===== src/rtl/tank_pkg.sv =====
// Shared constants for the tank state engine: opcodes, directions, wall codes
// and the reset corner placement of each tank.
package tank_pkg;

  localparam logic [2:0] OP_NOP     = 3'd0;
  localparam logic [2:0] OP_WALL_WR = 3'd1;
  localparam logic [2:0] OP_MOVE    = 3'd2;
  localparam logic [2:0] OP_FIRE    = 3'd3;
  localparam logic [2:0] OP_STEP    = 3'd4;

  localparam logic [1:0] DIR_UP    = 2'd0;
  localparam logic [1:0] DIR_DOWN  = 2'd1;
  localparam logic [1:0] DIR_LEFT  = 2'd2;
  localparam logic [1:0] DIR_RIGHT = 2'd3;

  localparam int WALL_NONE  = 0;
  localparam int WALL_SOLID = 1;
  localparam int WALL_DESTR = 2;

  // Tanks start in alternating corners: 0 top-left, 1 bottom-right,
  // 2 top-right, 3 bottom-left; address is {row, col}.
  function automatic int unsigned corner_pos(input int t, input int g);
    int unsigned mx;
    mx = (32'd1 << g) - 32'd1;
    case (t)
      0:       return 32'd0;
      1:       return (mx << g) | mx;
      2:       return mx;
      default: return mx << g;
    endcase
  endfunction

  function automatic logic [1:0] corner_dir(input int t);
    return (t == 0 || t == 2) ? DIR_DOWN : DIR_UP;
  endfunction

endpackage


===== src/rtl/grid_step.sv =====
// One-cell step on the {row, col} grid with out-of-bounds detection.
module grid_step
  import tank_pkg::*;
#(
  parameter int GRID_BITS = 4
) (
  input  logic [2*GRID_BITS-1:0] pos,
  input  logic [1:0]             dir,
  output logic [2*GRID_BITS-1:0] next_pos,
  output logic                   oob
);
  logic [GRID_BITS-1:0] row, col, nrow, ncol;

  assign row = pos[2*GRID_BITS-1:GRID_BITS];
  assign col = pos[GRID_BITS-1:0];

  always_comb begin
    nrow = row;
    ncol = col;
    oob  = 1'b0;
    case (dir)
      DIR_UP:    begin oob = (row == '0); nrow = row - 1'b1; end
      DIR_DOWN:  begin oob = (row == '1); nrow = row + 1'b1; end
      DIR_LEFT:  begin oob = (col == '0); ncol = col - 1'b1; end
      default:   begin oob = (col == '1); ncol = col + 1'b1; end
    endcase
  end

  assign next_pos = {nrow, ncol};
endmodule


===== src/rtl/tank_state_engine.sv =====
// Tank/projectile state store with wall-map RAM, one command at a time.
// Define DESTRUCTIBLE_WALLS_EN to let projectiles clear code-2 walls.
module tank_state_engine
  import tank_pkg::*;
#(
  parameter int NUM_TANKS = 2,
  parameter int GRID_BITS = 4,
  parameter int WALL_W    = 2
) (
  input  logic                             clk,
  input  logic                             reset,
  input  logic                             cmd_valid,
  output logic                             cmd_ready,
  input  logic [2:0]                       cmd_op,
  input  logic [1:0]                       cmd_id,
  input  logic [1:0]                       cmd_dir,
  input  logic [2*GRID_BITS-1:0]           cmd_addr,
  input  logic [WALL_W-1:0]                cmd_wall,
  output logic                             rsp_valid,
  output logic                             rsp_blocked,
  output logic [2*GRID_BITS-1:0]           rsp_pos,
  output logic [1:0]                       rsp_dir,
  output logic                             hit_valid,
  output logic [1:0]                       hit_shooter,
  output logic [1:0]                       hit_target,
  output logic [NUM_TANKS*2*GRID_BITS-1:0] tank_pos_flat,
  output logic [NUM_TANKS*2-1:0]           tank_dir_flat,
  output logic [NUM_TANKS*2*GRID_BITS-1:0] proj_pos_flat,
  output logic [NUM_TANKS-1:0]             proj_active
);
  localparam int AW = 2 * GRID_BITS;

  typedef enum logic [1:0] {IDLE, LOOKUP, EVAL} state_t;

  state_t                         state;
  logic [WALL_W-1:0]              wall_ram [2**AW];
  logic [NUM_TANKS-1:0][AW-1:0]   tank_pos, proj_pos;
  logic [NUM_TANKS-1:0][1:0]      tank_dir, proj_dir;
  logic [NUM_TANKS-1:0]           proj_act;

  logic [2:0]        op_q;
  logic [1:0]        id_q, dir_q;
  logic [AW-1:0]     tgt_q;
  logic              oob_q;
  logic [WALL_W-1:0] wall_q;

  // c_* select the tank named on cmd_id (IDLE), q_* the latched one (LOOKUP/EVAL)
  logic [AW-1:0] c_tpos, c_ppos, q_tpos, q_ppos;
  logic [1:0]    c_pdir, q_pdir, tgt_idx;
  logic          c_ok, c_pact, q_ok, q_pact, wr_occ, tgt_occ;

  always_comb begin
    c_tpos = '0; c_ppos = '0; c_pdir = '0; c_ok = 1'b0; c_pact = 1'b0;
    q_tpos = '0; q_ppos = '0; q_pdir = '0; q_ok = 1'b0; q_pact = 1'b0;
    wr_occ = 1'b0; tgt_occ = 1'b0; tgt_idx = '0;
    for (int t = 0; t < NUM_TANKS; t++) begin
      if (cmd_id == t[1:0]) begin
        c_ok = 1'b1; c_tpos = tank_pos[t]; c_ppos = proj_pos[t];
        c_pdir = proj_dir[t]; c_pact = proj_act[t];
      end
      if (id_q == t[1:0]) begin
        q_ok = 1'b1; q_tpos = tank_pos[t]; q_ppos = proj_pos[t];
        q_pdir = proj_dir[t]; q_pact = proj_act[t];
      end
      if (tank_pos[t] == cmd_addr) wr_occ = 1'b1;
      if (id_q != t[1:0] && tank_pos[t] == tgt_q) begin
        tgt_occ = 1'b1;
        tgt_idx = t[1:0];
      end
    end
  end

  logic [AW-1:0] step_pos, step_next;
  logic [1:0]    step_dir;
  logic          step_oob, wall_set, is_move;

  assign is_move  = (op_q == OP_MOVE);
  assign step_pos = is_move ? q_tpos : q_ppos;
  assign step_dir = is_move ? dir_q  : q_pdir;
  assign wall_set = (wall_q != '0);

  grid_step #(.GRID_BITS(GRID_BITS)) u_step (
    .pos      (step_pos),
    .dir      (step_dir),
    .next_pos (step_next),
    .oob      (step_oob)
  );

  assign cmd_ready     = (state == IDLE);
  assign tank_pos_flat = tank_pos;
  assign tank_dir_flat = tank_dir;
  assign proj_pos_flat = proj_pos;
  assign proj_active   = proj_act;

  always_ff @(posedge clk) begin
    if (!reset) begin
      state       <= IDLE;
      rsp_valid   <= 1'b0;
      rsp_blocked <= 1'b0;
      rsp_pos     <= '0;
      rsp_dir     <= '0;
      hit_valid   <= 1'b0;
      hit_shooter <= '0;
      hit_target  <= '0;
      op_q        <= OP_NOP;
      id_q        <= '0;
      dir_q       <= '0;
      tgt_q       <= '0;
      oob_q       <= 1'b0;
      proj_act    <= '0;
      for (int t = 0; t < NUM_TANKS; t++) begin
        tank_pos[t] <= AW'(corner_pos(t, GRID_BITS));
        proj_pos[t] <= AW'(corner_pos(t, GRID_BITS));
        tank_dir[t] <= corner_dir(t);
        proj_dir[t] <= corner_dir(t);
      end
    end else begin
      rsp_valid <= 1'b0;
      hit_valid <= 1'b0;
      case (state)
        IDLE: if (cmd_valid) begin
          op_q  <= cmd_op;
          id_q  <= cmd_id;
          dir_q <= cmd_dir;
          case (cmd_op)
            OP_NOP: begin
              rsp_valid   <= 1'b1;
              rsp_blocked <= 1'b0;
            end
            OP_WALL_WR: begin
              rsp_valid   <= 1'b1;
              rsp_blocked <= wr_occ;
              rsp_pos     <= cmd_addr;
              rsp_dir     <= '0;
            end
            OP_FIRE: begin
              rsp_valid <= 1'b1;
              if (!c_ok || c_pact) begin
                rsp_blocked <= 1'b1;
                rsp_pos     <= c_ppos;
                rsp_dir     <= c_pdir;
              end else begin
                rsp_blocked <= 1'b0;
                rsp_pos     <= c_tpos;
                rsp_dir     <= cmd_dir;
                for (int t = 0; t < NUM_TANKS; t++)
                  if (cmd_id == t[1:0]) begin
                    proj_pos[t] <= tank_pos[t];
                    proj_dir[t] <= cmd_dir;
                    tank_dir[t] <= cmd_dir;
                    proj_act[t] <= 1'b1;
                  end
              end
            end
            OP_MOVE, OP_STEP: state <= LOOKUP;
            default: begin
              rsp_valid   <= 1'b1;
              rsp_blocked <= 1'b1;
            end
          endcase
        end
        LOOKUP: begin
          tgt_q <= step_next;
          oob_q <= step_oob;
          state <= EVAL;
        end
        EVAL: begin
          state     <= IDLE;
          rsp_valid <= 1'b1;
          if (is_move) begin
            rsp_dir <= dir_q;
            for (int t = 0; t < NUM_TANKS; t++)
              if (id_q == t[1:0]) tank_dir[t] <= dir_q;
            if (!q_ok || oob_q || wall_set || tgt_occ) begin
              rsp_blocked <= 1'b1;
              rsp_pos     <= q_tpos;
            end else begin
              rsp_blocked <= 1'b0;
              rsp_pos     <= tgt_q;
              for (int t = 0; t < NUM_TANKS; t++)
                if (id_q == t[1:0]) tank_pos[t] <= tgt_q;
            end
          end else begin
            rsp_dir <= q_pdir;
            if (!q_ok || !q_pact) begin
              rsp_blocked <= 1'b1;
              rsp_pos     <= q_ppos;
            end else if (oob_q || wall_set) begin
              rsp_blocked <= 1'b1;
              rsp_pos     <= q_ppos;
              for (int t = 0; t < NUM_TANKS; t++)
                if (id_q == t[1:0]) proj_act[t] <= 1'b0;
            end else begin
              rsp_blocked <= 1'b0;
              rsp_pos     <= tgt_q;
              for (int t = 0; t < NUM_TANKS; t++)
                if (id_q == t[1:0]) begin
                  proj_pos[t] <= tgt_q;
                  if (tgt_occ) proj_act[t] <= 1'b0;
                end
              if (tgt_occ) begin
                hit_valid   <= 1'b1;
                hit_shooter <= id_q;
                hit_target  <= tgt_idx;
              end
            end
          end
        end
        default: state <= IDLE;
      endcase
    end
  end

  // Wall map survives reset; writes are still suppressed while reset is low.
  always_ff @(posedge clk) begin
    if (reset && state == IDLE && cmd_valid && cmd_op == OP_WALL_WR && !wr_occ)
      wall_ram[cmd_addr] <= cmd_wall;
`ifdef DESTRUCTIBLE_WALLS_EN
    else if (reset && state == EVAL && op_q == OP_STEP && q_ok && q_pact && !oob_q &&
             wall_q == WALL_W'(WALL_DESTR))
      wall_ram[tgt_q] <= '0;
`endif
    if (state == LOOKUP) wall_q <= wall_ram[step_next];
  end

endmodule


===== config.mk =====
export PLATFORM = sky130hd
export DESIGN_NAME = tank_state_engine
export DESIGN_NICKNAME = d
export VERILOG_FILES = /design/src/rtl/tank_pkg.sv /design/src/rtl/grid_step.sv /design/src/rtl/tank_state_engine.sv
export SDC_FILE = /design/constraint.sdc
export NUM_CORES = 1
export LEC_CHECK = 0
export CORE_MARGIN = 4
export CORE_UTILIZATION = 55
export DETAILED_ROUTE_END_ITERATION = 6
export PLACE_DENSITY_LB_ADDON = 0.12
export SYNTH_ARGS = -nofsm -noshare
export SYNTH_HDL_FRONTEND = slang
export SYNTH_SLANG_ARGS = --single-unit

===== constraint.sdc =====
create_clock -name clk -period 9.4 [get_ports clk]
set_input_delay 0.94 -clock clk [delete_from_list [all_inputs] [get_ports clk]]
set_output_delay 0.94 -clock clk [all_outputs]
set_load 0.005 [all_outputs]

# --- Word-level counts from Yosys, hierarchy flattened ---
# Memory sizes are Yosys's and may differ from the RTL's. A register that Yosys moved wholly into a read port is not among the register bits.
# Index checks and enable logic that the tools add are counted.
op_classes:
  n_addsub: 4
  n_eq_ne: 33
  mux: 93
  bitwise_logic: 7
  n_reduce_logical: 44
ops:
  columns: ["cell", "count"]
  rows:
  - ["$mux W8", 19]
  - ["$mux W16", 6]
  - ["$mux W2", 19]
  - ["$reduce_and A9 Y1", 4]
  - ["$eq A8 B8 Y1", 4]
  - ["$pmux W16 S2", 1]
  - ["$pmux W8 S2", 2]
  - ["$mux W1", 31]
  - ["$pmux W4 S2", 3]
  - ["$ne A2 B2 Y1 const B", 9]
  - ["$mux W4", 4]
  - ["$pmux W2 S2", 4]
  - ["$reduce_and A5 Y1", 3]
  - ["$reduce_and A7 Y1", 2]
  - ["$ne A2 B1 Y1 const B", 5]
  - ["$eq A3 B2 Y1 const B", 3]
  - ["$add A4 B1 Y4 const B", 2]
  - ["$eq A2 B1 Y1 const B", 4]
  - ["$eq A4 B4 Y1 const B", 2]
  - ["$logic_not A2 Y1", 4]
  - ["$logic_not A4 Y1", 2]
  - ["$reduce_and A4 Y1", 2]
  - ["$sub A4 B1 Y4 const B", 2]
  - ["$not A1 Y1", 7]
  - ["17 further kinds", 37]
word_totals:
  regBits: 77
  ramBits: 512
  output_inout_bits: 56
  word_cells: 205
  n_memories: 1
memory_table:
  columns: ["memory", "words", "word_bits", "read_ports", "rd_ports_with_merged_regs", "wr", "line_no", "text"]
  rows:
  - ["wall_ram", 256, 2, 1, 1, 1, "tank_state_engine.sv:36", "logic [WALL_W-1:0] wall_ram [2**AW];"]

# --- Logic depth before layout (Yosys ltp) ---
depth:
  depth_word: 10
  ltp_mapped: 20
  depth_no_buf: 15

# --- Modules after synthesis ---
# Synthesis repeated with hierarchy kept, for this count alone.
unflattened:
  hier_cells: 1924
  area_unflattened_um2: 26507.9
by_module_without_submodules:
  columns: ["module", "n_inst", "cells_per_inst", "area_each_um2", "seq_area_each_um2"]
  rows:
  - ["tank_state_engine", 1, 1882, 26165.1, 16956.3]
  - ["grid_step", 1, 42, 342.8, 0.0]

# --- Worst setup path before layout ---
# Ideal clock, no wire load.
synth_timing:
  kind: "flip-flop to flip-flop"
  start: "register op_q[1]"
  end: "register wall_q[0] (read register of wall_ram), data pin"
  arrival_ps: 3429
  t_required_ps: 9135
  setup_slack_ps: 5707
  stages_incl_launch_ff: 18
  period_less_slack_ps: 3693
  cell_sequence: "dfxtp_1 nor3b_4 o31ai_2 clkbuf_1 nand2_1 xor2_1 ha_1 a211o_2 buf_6 buf_6 and2_1 a211oi_1 a311oi_1 a311o_1 nand3_1 nand3_1 o2111ai_1 o31ai_1"
synth_between:
  elab_chain_cells: 5
synth_rtl:
  columns: ["element", "line_no", "text"]
  rows:
  - ["from (decl)", "tank_state_engine.sv:41", "logic [2:0] op_q;"]
  - ["from (signal assigned)", "tank_state_engine.sv:122", "op_q <= cmd_op;"]
  - ["$eq A3 B2 Y1 *", "tank_state_engine.sv:77", "assign is_move = (op_q == OP_MOVE);"]
  - ["branches (longest 4 deep; another with $add A4 B1 Y4)", null, null]
  - ["to (decl)", "tank_state_engine.sv:45", "logic [WALL_W-1:0] wall_q;"]
# Every way passes the cells marked *.
# A chain may end at the register's enable or synchronous reset.

# --- Final worst setup path ---
layout_timing:
  start: "register id_q[0]"
  end: "register wall_q[0] (read register of wall_ram), data pin"
layout_between:
  elab_chain_cells: 7
layout_rtl:
  columns: ["element", "line_no", "text"]
  rows:
  - ["from (decl)", "tank_state_engine.sv:42", "logic [1:0] id_q, dir_q;"]
  - ["from (signal assigned)", "tank_state_engine.sv:123", "id_q <= cmd_id;"]
  - ["branches (longest 7 deep; another with $add A4 B1 Y4)", null, null]
# Several ways; the timed one is not identified.

==> results.md <==
- Buffers inserted during clock tree synthesis total 59.
- CTS built an H-tree with a depth of 2.
- By area the synthesized netlist is led by sky130_fd_sc_hd__edfxtp_1, sky130_fd_sc_hd__nand2_1, sky130_fd_sc_hd__mux2i_1.
- Yosys instantiated no cell more often than sky130_fd_sc_hd__edfxtp_1.
- The number of clock sinks is 590.
- The via count of the first global-routing pass is 18100.
- After clock tree synthesis, the clock-pin slew on the worst setup and hold paths is 0.07 ns.
- After layout, the minimum clock period comes to 5.655 ns.
- The power per unit of standard cell area is 198.6 nW/um^2.
- In this run the remaining antenna-violating nets after routing total 0.
- For the worst setup path, the data arrival time is 6.09 ns.
- The category of the critical setup timing path is reg2reg.
- Once the floorplan was initialized, standard cells occupied 55.96% of the core.
- In the routed design, unresolved DRC markers number 0.
- The worst hold path begins at rsp_pos[2].
- Walking the worst path, the cells encountered are buf_4, mux2i_1, nor3_2, nor2_1, xor2_1, ha_1, a211oi_4, buf_4, buf_4, nand2_1, and3_1, a311oi_1, a31oi_1, a22o_1, a221oi_1, o2111ai_1, o31ai_1.
- The net count reported at finish is 2371.
- The fill cell instance count of the final layout is 3823.
- IR analysis of the VDD net gives a maximum drop of 156.8 uV.
- The run finished with clean final reports.
- After synthesis, the mean cell area works out to 11.31 sq um.
- The die is 229.1 microns wide.
- Routability-driven placement finished with a final weighted congestion of 0.9002.
- The final-report setup violation count is 0.
- The slowest stage of the critical path belongs to the cell sky130_fd_sc_hd__dfxtp_1.
- The final-report hold violation count is 0.
- After clock tree synthesis, the setup repair step added 0 buffers.
- Among the stages of the critical path, the cell type that occurs most often is sky130_fd_sc_hd__buf_4.
- Grouping stages by cell kind, the critical path spends the most delay in buffers and inverters.
- The number of max-slew violations in the final report is 0.
- After synthesis the cells add up to 26880 sq um.
- The worst register-to-register path begins at id_q[0].
- Yosys mapped a number of flops with a built-in enable equal to 514.
- The largest fanout of any net on the critical path is 84.
- For this run, the total global-route usage over all layers was measured as 26.40%.
- The Yosys step of the flow raised 0 warnings.
- The worst-case headroom to the max-slew limit is 20.62%.
- For this run, the slowest stage of the critical path takes 0.82 ns.
- Counting every net in the synthesized netlist gives 2402.
- The final clock period utilization by the worst path is 60.16%.
- The routed layout has 18480 vias.
- The synthesized design contains 590 register bits.
- The first global-routing pass estimated 107100 microns of wire.
- The count of placed standard cells including taps is 2901.
- For the pin with the worst max-slew slack, the measured transition is 1.191 ns.
- The max-cap violation count is 0.
- Entering global routing, the biggest net connects 157 pins.
- The worst setup path is captured at a flip-flop.
- Synthesis produced a netlist whose cell count is 2378.
- The analysis attributes to cell leakage a power of 0.01007 uW.
- Summed over its instances, the top area cell type makes up 57.41% of the synthesized netlist area.
- Measured on the finished design, the core utilization comes to 61.79%.
- Gates resized during post-CTS repair numbered 0.
- In the synthesized netlist the dominant register cell turns out to be sky130_fd_sc_hd__edfxtp_1.
- The startpoint of the worst setup timing path is id_q[0].
- The height of the chip is 229.1 microns.
- Setup repair after global routing left no endpoint under its margin.
- The initial antenna violation count is 0.
- Hold repair after CTS inserted 0 buffers.
- Based on the critical path, the design can be clocked at up to 176.8 MHz.
- The layout cell share with drive strength beyond 1 is 6.402%.
- The number of buffers inserted by port buffering is 74.
- After the first detailed-routing iteration, the DRC count stood at 2116.
- The global-route congestion overflow total is 0.
- The average detailed-routed wire length per instance is 23.61 microns.
- The antenna diode count is 0.
- The critical path contains buffers and inverters numbering 3 combined.
- Before antenna repair, the detailed router went through 6 iterations.
- After floorplanning, the core was divided into 80 placement rows.
- The via density per instance is 6.148.
- The routed design has 70940 microns of wire.
- Compared with the post-synthesis result, the final layout area differs by 10.43%.
- The root cell of the clock tree is sky130_fd_sc_hd__clkbuf_16.
- After synthesis, flip-flops and latches occupy 63.07% of the total area.
- In this run the count of I/O pins placed on the die edge is 76.
- The number of standard cells in the layout, taps in and fillers out is 3005.
- The clock latency on the worst-skew pair is 0.64 ns.
- Of all cell types, the one taking the most synthesized area is sky130_fd_sc_hd__edfxtp_1.
- The commonest cells after synthesis are sky130_fd_sc_hd__edfxtp_1, sky130_fd_sc_hd__nand2_1, sky130_fd_sc_hd__nor2_1.
- The final HPWL from detailed placement is 40840 microns.
- The die covers 52480 sq um.
- The critical path launch point type is a flip-flop.
- The critical path required time is 9.84 ns.
- The tightest min-delay check is of the reg2reg type.
- TritonCTS built the clock tree.
- The final total negative setup slack is 0 ns.
- The maximum number of buffers from clock root to sink is 3.
- The core region is 48050 sq um.
- The number of different library cells used by synthesis comes to 71.
- The proportion of register bits with asynchronous set or reset after synthesis is 0%.
- The final worst clock skew is 0.03551 ns.
## cell families after synthesis
group | synth area share (%)
simple gates | 17.46
flops | 63.07
compound gates | 7.898
buf+inv | 3.812
mux | 6.092
xor+xnor | 1.438
fa+ha+maj | 0.2141
other cells | 0.01395
## through the flow
| step | total power, uW | cell area [sq um] | setup slack [ns] | hold slack, ns |
|---|---|---|---|---|
| floorplan | 3357 | 26880 | 5.707 | 0.4450 |
| global placement | 3549 | 27730 | 3.977 | 0.4439 |
| detailed placement | 3558 | 27730 | 3.813 | 0.4482 |
| CTS | 5916 | 29690 | 3.766 | 0.4577 |
| global route | 6091 | 29690 | 3.357 | 0.4838 |
| finish | 5895 | 29690 | 3.745 | 0.4511 |
## sequential cells by signal (all words and copies together) (netlist names), 2 cells and up
register	cells
wall_ram	512
proj_pos_flat	16
tank_pos_flat	16
rsp_pos	8
tgt_q	8
proj_dir	4
tank_dir_flat	4
op_q	3
dir_q	2
hit_shooter	2
id_q	2
proj_active	2
rsp_dir	2
state	2
wall_q	2
## tightest hold or removal path: cells and delay by family, from the launching register on
| kind | cells | cell delay [ns] |
|---|---|---|
| flip-flops | 1 | 0.31 |
| AND/OR/NAND/NOR | 1 | 0.05 |
| AO/OA/AOI/OAI | 1 | 0.05 |
## power by group
part / switching (uW) / internal [uW]
Sequential: 15.3 / 2860
Clock: 986 / 1400
Combinational: 436 / 204
Total: 1440 / 4460
## path summary, 6_finish.rpt
kind	end	slack [ns]	depth (start not counted)
setup / recovery	wall_q[0]	3.74	17
setup reg to reg	wall_q[0]	3.74	17
hold / removal	rsp_pos[2]	0.45	2
hold reg to reg	rsp_pos[2]	0.45	2
## layer usage
layer / wire, microns / track usage [%] / vias to the layer above
met1: 29140 / 35.91 / 9072
met2: 33430 / 42.36 / 747
met3: 5853 / 5.331 / 168
met4: 2517 / 9.852 / 0
met5: 0 / 0.4596 / -
li1: - / - / 8489
## area by class of cell
type                       instances  area [sq um]  share of cell area (%)
inverter                           8         30.03                  0.1011
timing repair buffer             105         988.4                   3.329
multi-input combinational       1583          8985                   30.26
tap                              615         769.5                   2.592
sequential                       590         16960                   57.11
clock buffer                      69          1514                   5.099
clock inverter                    35         445.4                   1.500
## cell usage in the layout, fill, tap and decap left out, types with 4 or more instances in the layout
cell type                         netlist  final
sky130_fd_sc_hd__edfxtp_1             514    514
sky130_fd_sc_hd__nand2_1              465    462
sky130_fd_sc_hd__nor2_1               356    356
sky130_fd_sc_hd__mux2i_1              158    157
sky130_fd_sc_hd__nand3_1              146    142
sky130_fd_sc_hd__dfxtp_1               76     76
sky130_fd_sc_hd__clkdlybuf4s50_1        0     72
sky130_fd_sc_hd__clkbuf_16              0     59
sky130_fd_sc_hd__a21oi_1               51     51
sky130_fd_sc_hd__a311oi_1              46     46
sky130_fd_sc_hd__o211ai_1              37     37
sky130_fd_sc_hd__and2_1                37     37
sky130_fd_sc_hd__a211oi_1              37     37
sky130_fd_sc_hd__a311o_1               36     36
sky130_fd_sc_hd__buf_4                 29     30
sky130_fd_sc_hd__and3_1                28     28
sky130_fd_sc_hd__xnor2_1               27     27
sky130_fd_sc_hd__a31oi_1               17     17
sky130_fd_sc_hd__nor3_1                13     13
sky130_fd_sc_hd__nor2b_1               13     13
sky130_fd_sc_hd__xor2_1                14     12
sky130_fd_sc_hd__o21ai_0               12     12
sky130_fd_sc_hd__clkbuf_1              99     10
sky130_fd_sc_hd__bufinv_16              0      9
sky130_fd_sc_hd__clkinv_1               0      9
sky130_fd_sc_hd__nand2b_1               8      8
sky130_fd_sc_hd__inv_1                  7      7
sky130_fd_sc_hd__a221oi_1               7      7
sky130_fd_sc_hd__nand4_1                7      7
sky130_fd_sc_hd__clkinv_2               0      6
sky130_fd_sc_hd__clkinvlp_4             0      6
sky130_fd_sc_hd__a22o_1                 5      5
sky130_fd_sc_hd__o21ai_1                4      4
sky130_fd_sc_hd__a32oi_1                4      4
sky130_fd_sc_hd__nand3_2                0      4
Power figures use the tool's default switching activity.
